**src/rtl/can_rx_msg_fifo.sv**
```systemverilog
// can_rx_msg_fifo: captures each completed CAN frame, applies the acceptance filter
// (compiled in with CAN_RX_FILTER_EN) and queues accepted frames for valid/ready readout.
module can_rx_msg_fifo #(
    parameter  int unsigned DEPTH = 4,
    localparam int unsigned CNT_W = $clog2(DEPTH) + 1
) (
    input  logic             clk,
    input  logic             rst_n,
    input  logic             rx_done_flag,
    input  logic [10:0]      rx_id_std,
    input  logic [17:0]      rx_id_ext,
    input  logic             rx_ide,
    input  logic [3:0]       rx_dlc,
    input  logic             rx_remote_req,
    input  logic [7:0]       rx_data_array [0:7],
    input  logic [28:0]      acc_code,
    input  logic [28:0]      acc_mask,
    input  logic             rd_ready,
    input  logic             overflow_clr,
    output logic             rd_valid,
    output logic [10:0]      rd_id_std,
    output logic [17:0]      rd_id_ext,
    output logic             rd_ide,
    output logic             rd_rtr,
    output logic [3:0]       rd_dlc,
    output logic [63:0]      rd_data,
    output logic [CNT_W-1:0] fifo_count,
    output logic             fifo_full,
    output logic             overflow
);

    localparam int unsigned PTR_W = $clog2(DEPTH);

    typedef struct packed {
        logic [10:0] id_std;
        logic [17:0] id_ext;
        logic        ide;
        logic        rtr;
        logic [3:0]  dlc;
        logic [63:0] data;
    } entry_t;

    logic             done_q;
    logic             cap_valid_q;
    logic             cap_hit_q;
    entry_t           cap_q;
    entry_t           mem_q [DEPTH];
    entry_t           head_q, head_d;
    logic [PTR_W-1:0] wr_ptr_q, wr_ptr_d;
    logic [PTR_W-1:0] rd_ptr_q, rd_ptr_d;
    logic [CNT_W-1:0] count_q, count_d;
    logic             rd_valid_q, rd_valid_d;
    logic             full_q, full_d;
    logic             overflow_q, overflow_d;

    logic             event_c;
    logic             hit_c;
    logic [3:0]       dlc_lim_c;
    logic [7:0][7:0]  bytes_c;
    entry_t           frame_c;
    logic             push_c;
    logic             pop_c;
    logic             ovf_set_c;

    assign event_c = rx_done_flag & ~done_q;

    // Frame assembly: bytes beyond min(dlc,8), and all bytes of remote frames, read as zero
    always_comb begin
        dlc_lim_c = (rx_dlc > 4'd8) ? 4'd8 : rx_dlc;
        bytes_c   = '0;
        for (int unsigned i = 0; i < 8; i++) begin
            if (!rx_remote_req && (4'(i) < dlc_lim_c)) begin
                bytes_c[3'(7 - i)] = rx_data_array[3'(i)];
            end
        end
        frame_c        = '0;
        frame_c.id_std = rx_id_std;
        frame_c.id_ext = rx_id_ext;
        frame_c.ide    = rx_ide;
        frame_c.rtr    = rx_remote_req;
        frame_c.dlc    = rx_dlc;
        frame_c.data   = bytes_c;
    end

`ifdef CAN_RX_FILTER_EN
    logic [28:0] id29_c;
    logic [28:0] mask_c;

    // Standard frames compare only the 11-bit ID portion of the mask
    always_comb begin
        id29_c = rx_ide ? {rx_id_std, rx_id_ext} : {rx_id_std, 18'b0};
        mask_c = rx_ide ? acc_mask : {acc_mask[28:18], 18'b0};
        hit_c  = ((id29_c ^ acc_code) & mask_c) == 29'b0;
    end
`else
    logic unused_acc_c;

    assign hit_c        = 1'b1;
    assign unused_acc_c = ^{acc_code, acc_mask};
`endif

    // Single-entry capture stage between the frame event and the FIFO write
    always_ff @(posedge clk or negedge rst_n) begin
        if (!rst_n) begin
            done_q      <= 1'b0;
            cap_valid_q <= 1'b0;
            cap_hit_q   <= 1'b0;
            cap_q       <= '0;
        end else begin
            done_q      <= rx_done_flag;
            cap_valid_q <= event_c;
            if (event_c) begin
                cap_q     <= frame_c;
                cap_hit_q <= hit_c;
            end
        end
    end

    // FIFO control; the head register bypasses a write that lands in the next head slot
    always_comb begin
        pop_c      = rd_valid_q & rd_ready;
        push_c     = cap_valid_q & cap_hit_q & (~full_q | pop_c);
        ovf_set_c  = cap_valid_q & cap_hit_q & full_q & ~pop_c;
        wr_ptr_d   = wr_ptr_q;
        rd_ptr_d   = rd_ptr_q;
        count_d    = count_q;
        if (push_c) begin
            wr_ptr_d = wr_ptr_q + PTR_W'(1);
        end
        if (pop_c) begin
            rd_ptr_d = rd_ptr_q + PTR_W'(1);
        end
        case ({push_c, pop_c})
            2'b10:   count_d = count_q + CNT_W'(1);
            2'b01:   count_d = count_q - CNT_W'(1);
            default: count_d = count_q;
        endcase
        full_d     = (count_d == CNT_W'(DEPTH));
        rd_valid_d = (count_d != '0);
        head_d     = (push_c && (wr_ptr_q == rd_ptr_d)) ? cap_q : mem_q[rd_ptr_d];
        if (ovf_set_c) begin
            overflow_d = 1'b1;
        end else if (overflow_clr) begin
            overflow_d = 1'b0;
        end else begin
            overflow_d = overflow_q;
        end
    end

    always_ff @(posedge clk or negedge rst_n) begin
        if (!rst_n) begin
            for (int unsigned i = 0; i < DEPTH; i++) begin
                mem_q[i] <= '0;
            end
        end else if (push_c) begin
            mem_q[wr_ptr_q] <= cap_q;
        end
    end

    always_ff @(posedge clk or negedge rst_n) begin
        if (!rst_n) begin
            wr_ptr_q   <= '0;
            rd_ptr_q   <= '0;
            count_q    <= '0;
            full_q     <= 1'b0;
            rd_valid_q <= 1'b0;
            overflow_q <= 1'b0;
            head_q     <= '0;
        end else begin
            wr_ptr_q   <= wr_ptr_d;
            rd_ptr_q   <= rd_ptr_d;
            count_q    <= count_d;
            full_q     <= full_d;
            rd_valid_q <= rd_valid_d;
            overflow_q <= overflow_d;
            head_q     <= head_d;
        end
    end

    assign rd_valid   = rd_valid_q;
    assign rd_id_std  = head_q.id_std;
    assign rd_id_ext  = head_q.id_ext;
    assign rd_ide     = head_q.ide;
    assign rd_rtr     = head_q.rtr;
    assign rd_dlc     = head_q.dlc;
    assign rd_data    = head_q.data;
    assign fifo_count = count_q;
    assign fifo_full  = full_q;
    assign overflow   = overflow_q;

endmodule

```
**config.mk**
```make
export PLATFORM = sky130hd
export DESIGN_NAME = can_rx_msg_fifo
export DESIGN_NICKNAME = d
export VERILOG_FILES = /design/src/rtl/can_rx_msg_fifo.sv
export SDC_FILE = /design/constraint.sdc
export NUM_CORES = 1
export LEC_CHECK = 0
export ABC_AREA = 1
export CAP_MARGIN = 5
export CORE_MARGIN = 2
export CORE_UTILIZATION = 62
export CTS_CLUSTER_DIAMETER = 80
export DETAILED_ROUTE_END_ITERATION = 10
export PLACE_DENSITY_LB_ADDON = 0.25
export REMOVE_ABC_BUFFERS = 1
export SLEW_MARGIN = 20
export SYNTH_ARGS = -nofsm -noshare
export SYNTH_HDL_FRONTEND = slang
export SYNTH_SLANG_ARGS = --single-unit
```
**constraint.sdc**
```tcl
create_clock -name clk -period 4.6 [get_ports clk]
set_input_delay 0.69 -clock clk [delete_from_list [all_inputs] [get_ports clk]]
set_output_delay 0.69 -clock clk [all_outputs]
set_load 0.05 [all_outputs]
```
## Word level (Yosys, flattened, before mapping)

Cells that the tools add are included.

- Output and inout bits: 105
- Logic and storage cells: 110
- Bits in registers: 607

- Add/subtract/negate cells: 4
- Muxes and demuxes: 20
- Equal/unequal tests: 4
- Reductions and logical operators: 13
- $lt $le $gt $ge: 12
- Bitwise operators: 12

Operator list:

| cell | count |
|---|---|
| $bwmux W396 | 1 |
| $mux W99 | 4 |
| $bmux W99 S2 | 1 |
| $demux W99 S2 | 1 |
| $mux W8 | 8 |
| $lt A3 B4 Y1 const A | 4 |
| $logic_and A1 B1 Y1 | 10 |
| $lt A1 B4 Y1 const A | 2 |
| $lt A2 B4 Y1 const A | 2 |
| $and A1 B1 Y1 | 6 |
| $ge A3 B3 Y1 const B | 2 |
| $not A2 Y3 | 2 |
| $pmux W3 S2 | 1 |
| $add A2 B1 Y2 const B | 2 |
| $gt A4 B4 Y1 const B | 1 |
| $mux W4 | 1 |
| $add A3 B1 Y3 const B | 1 |
| $eq A3 B3 Y1 const B | 1 |
| $lt A3 B1 Y1 const B | 1 |
| $not A1 Y1 | 3 |
| $reduce_bool A3 Y1 | 1 |
| $sub A3 B1 Y3 const B | 1 |
| $eq A2 B1 Y1 const B | 1 |
| $eq A2 B2 Y1 | 1 |
| 6 further kinds | 7 |

## Depth between registers and ports, before layout

Gate-level depths: netlist of run 1.

- Word-level depth: 7
- Depth in mapped cells: 11

## Worst setup path after synthesis of run 1

OpenSTA, ideal clock, no wires.

- Kind: register to register
- Start: reg rd_valid_q, in the netlist rd_valid
- End: reg full_q, in the netlist fifo_full
- Slack: 2285 ps
- Cell stages (with the launch flop): 11
- Clock period less this slack: 2315 ps
- Library setup time: 71 ps
- Data required time: 4529 ps
- Arrival time: 2244 ps
- Cells stage by stage: dfrtp_1 -> nand2_2 -> nand2_1 -> nand3_1 -> buf_6 -> ha_1 -> fa_1 -> mux2_2 -> nor2_1 -> inv_1 -> nor2_1

- Cells in the longest elaborated chain, start to end: 6
- Elaborated cells on any way between the ends: 7
- Those cells by class: eq/ne (3); mux (1); bitwise (3)

RTL lines:

| element | RTL line | RTL |
|---|---|---|
| from (decl) | 52 | `logic rd_valid_q, rd_valid_d;` |
| from (signal assigned) | 174 | `rd_valid_q <= rd_valid_d;` |
| $and A1 B1 Y1 (*) | 121 | `pop_c = rd_valid_q & rd_ready;` |
| $or A1 B1 Y1 | 122 | `push_c = cap_valid_q & cap_hit_q & (~full_q \| pop_c);` |
| $and A1 B1 Y1 | 122 |  |
| $eq A2 B1 Y1 or $eq A2 B2 Y1 (tied branches) | 133 | `case ({push_c, pop_c})` |
| $pmux W3 S2 (*) | 133 |  |
| named net count_d[1] | 51 | `logic [CNT_W-1:0] count_q, count_d;` |
| $eq A3 B3 Y1 (*) | 138 | `full_d = (count_d == CNT_W'(DEPTH));` |
| named net full_d | 53 | `logic full_q, full_d;` |
| to (signal assigned) | 173 | `full_q <= full_d;` |
| to (decl) | 53 |  |

The timed path passes the listed nets; every way through them passes the cells marked *.
A chain may end at the register's enable or synchronous reset.

==> results of run 1 <==
[final timing paths]
kind	from	depth (start not counted)	slack [ns]	to
max in group asynchronous	rst_n	3	3.28	mem_q[340]
worst max-delay path	rd_ready	9	1.45	rd_data[39]
worst max register to register	rd_valid	8	1.56	rd_data[39]
worst min register to register	cap_hit_q	1	0.50	cap_hit_q
min in group clk	cap_hit_q	1	0.50	cap_hit_q
worst min-delay path	rst_n	1	0.12	rd_id_ext[0]
[sequential cells by signal, indices dropped and copies added (netlist names), 2 cells and up]
name        count
wr_ptr_q        2
rd_ptr_q        2
rd_data        64
rd_dlc          4
mem_q         396
fifo_count      3
cap_q          99
rd_id_ext      18
rd_id_std      11
[metal layers]
metal | track usage | vias to the layer above
met5 | 0 | -
met1 | 0.443 | 11400
met3 | 0.0491 | 199
met4 | 0.138 | 0
li1 | - | 10800
met2 | 0.533 | 1189
[cell type report]
cell class,count,share of cell area
clock inverters,22,0.0101
well taps,585,0.0231
inverters,420,0.0498
diodes,3,0.000237
multi-input cells,2132,0.297
repair buffers,250,0.0825
clock buffers,91,0.0578
flip-flops and latches,607,0.479
[synth_stat cells, drive strengths merged]
cell type | instances | area [sq um]
o21ai | 413 | 2070
clkbuf | 120 | 450
a21oi | 4 | 20.0
mux2 | 1 | 11.3
nand3 | 556 | 2780
fa | 1 | 20.0
dfrtp | 607 | 15200
nor2 | 13 | 86.3
clkinv | 1 | 3.75
inv | 419 | 1570
xnor2 | 1 | 8.76
or2 | 1 | 6.26
nand2 | 1134 | 4270
buf | 102 | 523
o22ai | 1 | 6.26
ha | 5 | 62.6
xor2 | 2 | 17.5
[logic make-up (layout without fill, tap and decap cells)]
kind of cell,count (synthesis),count (layout)
flops,607,607
xor+xnor,3,3
compound gates,418,418
mux,1,1
buf+inv,642,783
fa+ha+maj,6,6
simple gates,1704,1704
other cells,0,3
[power groups by stage]
stage                     Sequential, mW  Combinational (mW)  Clock, mW
after floorplan                     9.66                5.31          0
after global placement              8.33                9.24          0
after detailed placement            8.41                9.55          0
after CTS                           8.34                9.69       5.32
after global routing                8.53                10.8       5.54
final                               8.34                9.76       5.27
[worst max-delay path, stage by stage]
cell	delay [ns]
clkdlybuf4s50_1	0.48
nand3_4	0.15
buf_4	0.79
buf_4	0.86
nand3_1	0.14
nand3_1	0.14
nand2_1	0.09
nand2_1	0.11
nand2_1	0.09
==> results.toml, run 1 <==
[status]
status = "complete, no violations"

[worst_setup_path]
crit_required_ns = 5.10
worstSetupStartpointType = "input port"
critical_path_arrival_ns = 3.65
critical_path_class = "input port to register"
end_kind = "register"
crit_fanout = 79

[routing]
drt_iter0_drc = 2426
drc = 0
vias = 23600
wirelength_mm = 72.6
top_layer = "met4"
routed_via_density = 5.74
postRouteAntennaNets = 0
wl_met1_mm = 29.0
met3WireLength_mm = 6.18
met2WireLength_mm = 35.0
wl_per_cell_microns = 17.7
firstDrtPassIters = 7

[synth]
yosys.area_share.simple = 0.264
synth_fa_ha_area_frac = 0.00305
syn_avg_cell_area_sq_um = 8.01
synthXorXnorAreaFrac = 0.000970
netlist_area_sq_um = 27100
synth-compound-area-share = 0.0772
yosysWarningCount = 0
synth_top_family_by_area = "simple AND/OR/NAND/NOR gates"
synth.distinct_cells = 25
synthMuxAreaShare = 0.000416
ys_seq_area_frac = 0.561
synth-seq-cells = 607
syn_inst = 3381

[timing]
slew_viol_final = 0
fin_skew_ns = 0.0147
setup_violations = 0
fin_tns_setup_ns = 0
worst_slew_pin_slew_ns = 1.15
fin_hold_ws_ns = 0.122
final_hold_viol_count = 0
setup_ws_ns = 1.45
post-route-min-period_ns = 3.15
fmax_mhz = 317
slew_headroom = 0.230
rsz0062_at_grt = "no"
min_period_over_period = 0.685

[clocking]
clock_path_buffers = 3
cts_resized = 0
cts_root_buf = "clkbuf_16"
h-tree-depth = 2
postCtsHoldBufs = 0
clk_latency_ns = 0.62
postCtsSetupBuffers = 0
cts_tree = "built"
cts_made_buffers = 61
cts_sinks = 607
path_clk_slew_ns = 0.06

[grt]
grt_max_degree = 199
antenna_found_initial = 2
first_global_vias = 23600
grt_pass1_wl_mm = 118
grt-ovfl-total = 0
grtUsageTotal = 0.327

[floorplan]
die_y_microns = 213
rows = 76
coreArea_sq_um = 43100
die_x_microns = 213
dieArea_sq_um = 45400
io_pins = 267
start_util = 0.629

[cells_and_area]
design_area_sq_um = 31700
nNetsFinal = 3640
layout_commonest_cell = "nand2_1"
area.growth.synth_to_final_pct = 16.9
regArea_sq_um = 15200
drive_gt1_frac = 0.0454
utilization = 0.736
multi_input_area_sq_um = 9410
fill_cells = 3175
final-instance-count-excl-fill = 4110
mostFrequentLayoutCells = "nand2_1, dfrtp_1, nand3_1"

[pwr]
power_density_nw_per_um2 = 738
p_int_mw = 13.7
power.leakage_nw = 15.7
vdd_ir_drop_max_mv = 0.660
total_power_mw = 23.4
switchingPower_mw = 9.66
p_clk_frac = 0.226
netSwitchingFraction = 0.413
seq_power_share = 0.357
comb_power_share = 0.418

[min_path]
hold_path_class = "input port to asynchronous set/reset pin"

[placement]
dp.cells = 3994
place_worst_setup_slack_ns = 0.987
placed_area_sq_um = 29500
place.gp.congestion = 0.797
port_buffers = 208
hpwl_mm = 39.2

[flow_run]
cap_violations = 0
Power figures use the tool's default switching activity.
==> run 2: changes to the inputs <==
--- a/config.mk
+++ b/config.mk
@@ -8,7 +8,7 @@
 export ABC_AREA = 1
 export CAP_MARGIN = 5
 export CORE_MARGIN = 2
-export CORE_UTILIZATION = 62
+export CORE_UTILIZATION = 57
 export CTS_CLUSTER_DIAMETER = 80
 export DETAILED_ROUTE_END_ITERATION = 10
 export PLACE_DENSITY_LB_ADDON = 0.25
==> constraint.sdc (replaced) <==
create_clock -name clk -period 2.98 [get_ports clk]
set_input_delay 0.447 -clock clk [delete_from_list [all_inputs] [get_ports clk]]
set_output_delay 0.447 -clock clk [all_outputs]
set_load 0.05 [all_outputs]
==> results.toml, run 2 (synthesis gave the netlist of run 1 again) <==
[timing]
slew_headroom = 0.317
fin_hold_ws_ns = 0.300
min_period_over_period = 0.786
final_hold_viol_count = 0
worst_slew_pin_slew_ns = 1.02
fmax_mhz = 427
fin_skew_ns = 0.0125
post-route-min-period_ns = 2.34
rsz0062_at_grt = "no"
setup_violations = 0
slew_viol_final = 0
fin_tns_setup_ns = 0

[clocking]
cts_made_buffers = 61
h-tree-depth = 2
cts_root_buf = "clkbuf_16"
clock_path_buffers = 3
path_clk_slew_ns = 0.06
cts_tree = "built"
clk_latency_ns = 0.62
cts_sinks = 607
cts_resized = 0

[grt]
grt_pass1_wl_mm = 122
grt-ovfl-total = 0
top_usage_layer = "met2"
first_global_vias = 23800
grt_max_degree = 163
antenna_found_initial = 0
use_met2 = 0.496
grtUsageTotal = 0.305
met3_usage = 0.0500
grtUsageMet1 = 0.406

[worst_setup_path]
path_delay_family = "buffers and inverters"
worstRegToRegCells = 9
crit_path_max_incr_delay_ns = 0.84
crit_fanout = 1
cp_num_buf_inv = 1
r2r_slack_ns = 0.89
r2r_end = "fifo_full"
critical_path_arrival_ns = 1.89
worstSetupStartpointType = "register"
crit_required_ns = 2.53
end_kind = "primary output"
slowest_stage = "clkdlybuf4s50_1"
path_cells = "clkdlybuf4s50_1"
critical_path_class = "register to primary output"
r2r-start = "rd_valid"

[pwr]
seq_power_share = 0.359
comb_power_share = 0.432
switchingPower_mw = 14.9
power.leakage_nw = 15.9
p_clk_frac = 0.209
power_density_nw_per_um2 = 1120
p_int_mw = 20.9
vdd_ir_drop_max_mv = 0.767
netSwitchingFraction = 0.417

[floorplan]
start_util = 0.580
rows = 79
coreArea_sq_um = 46800
die_y_microns = 222
io_pins = 267
dieArea_sq_um = 49300
die_x_microns = 222

[routing]
firstDrtPassIters = 6
wirelength_mm = 74.2
wl_per_cell_microns = 17.9
drt_iter0_drc = 2477
vias = 23600
routed_via_density = 5.67
drc = 0
postRouteAntennaNets = 0

[cells_and_area]
nNetsFinal = 3672
multi_input_area_sq_um = 9410
regArea_sq_um = 15200
layout_commonest_cell = "nand2_1"
area.growth.synth_to_final_pct = 18.3
largest_reg_flops = 396
utilization = 0.686
mostFrequentLayoutCells = "nand2_1, dfrtp_1, nand3_1"
drive_gt1_frac = 0.0513
diodes = 0
fill_cells = 3604
regMostFlops = "mem_q"

[placement]
hpwl_mm = 42.1
port_buffers = 208
place.gp.congestion = 0.800

[min_path]
hold_path_class = "input port to asynchronous set/reset pin"

[flow_run]
cap_violations = 0

[status]
status = "complete, no violations"
[run 2: metrics by stage]
step           std cells  power [mW]  worst slack, ns  instance area [sq um]
6_report            4155        35.8            0.639                  32100
4_1_cts             4155        35.8            0.626                  32100
3_3_place_gp        4047        27.6            0.338                  30100
2_1_floorplan       3159        23.1            -8.42                  26100
5_1_grt             4155        38.1            0.622                  32100
3_5_place_dp        4047        28.2            0.290                  30100
[run 2: layer usage]
layer  up-vias  part of all wire
met5         -                 0
met4         0             0.035
met3       190             0.086
met2      1189              0.48
met1     11400              0.40
li1      10800                 -
[run 2: worst max path at each step]
stage                        startpoint       endpoint  slack, ns  cells past startpoint
after floorplan                rd_ready     rd_data[0]      -8.42                      8
after global placement         rd_ready      fifo_full       0.34                     11
after detailed placement       rd_ready      fifo_full       0.29                     10
after CTS                      rd_valid       rd_valid       0.63                      1
after global routing      fifo_count[0]  fifo_count[0]       0.62                      1
final                         rd_dlc[2]      rd_dlc[2]       0.64                      1
[run 2: worst reg2reg max path, stage by stage, from the launching register on]
cell     delay [ns]
dfrtp_1        0.42
nand2_2        0.12
nand2_1        0.09
nand3_1        0.10
ha_1           0.26
fa_1           0.45
mux2_2         0.29
nor2_1         0.13
inv_1          0.06
nor2_1         0.10
[run 2: what timing repair did]
item	4_1_cts	5_1_grt
hold buffers	1	0
endpoints found under the hold margin	29	0
setup buffers	0	0
[run 2: cell type report]
| class | instances | area share |
|---|---|---|
| Sequential cell | 607 | 0.474 |
| Multi-Input combinational cell | 2132 | 0.294 |
| Timing Repair Buffer | 282 | 0.0993 |
| Clock buffer | 91 | 0.0562 |
| Inverter | 420 | 0.0492 |
| Tap cell | 607 | 0.0237 |
| Clock inverter | 16 | 0.00437 |
[run 2: power groups by stage]
| stage | clock, mW | sequential, mW | combinational, mW |
|---|---|---|---|
| floorplan | 0 | 14.9 | 8.20 |
| global placement | 0 | 12.9 | 14.7 |
| detailed placement | 0 | 13.0 | 15.2 |
| CTS | 7.58 | 12.9 | 15.4 |
| global route | 7.91 | 13.2 | 17.1 |
| finish | 7.48 | 12.9 | 15.5 |
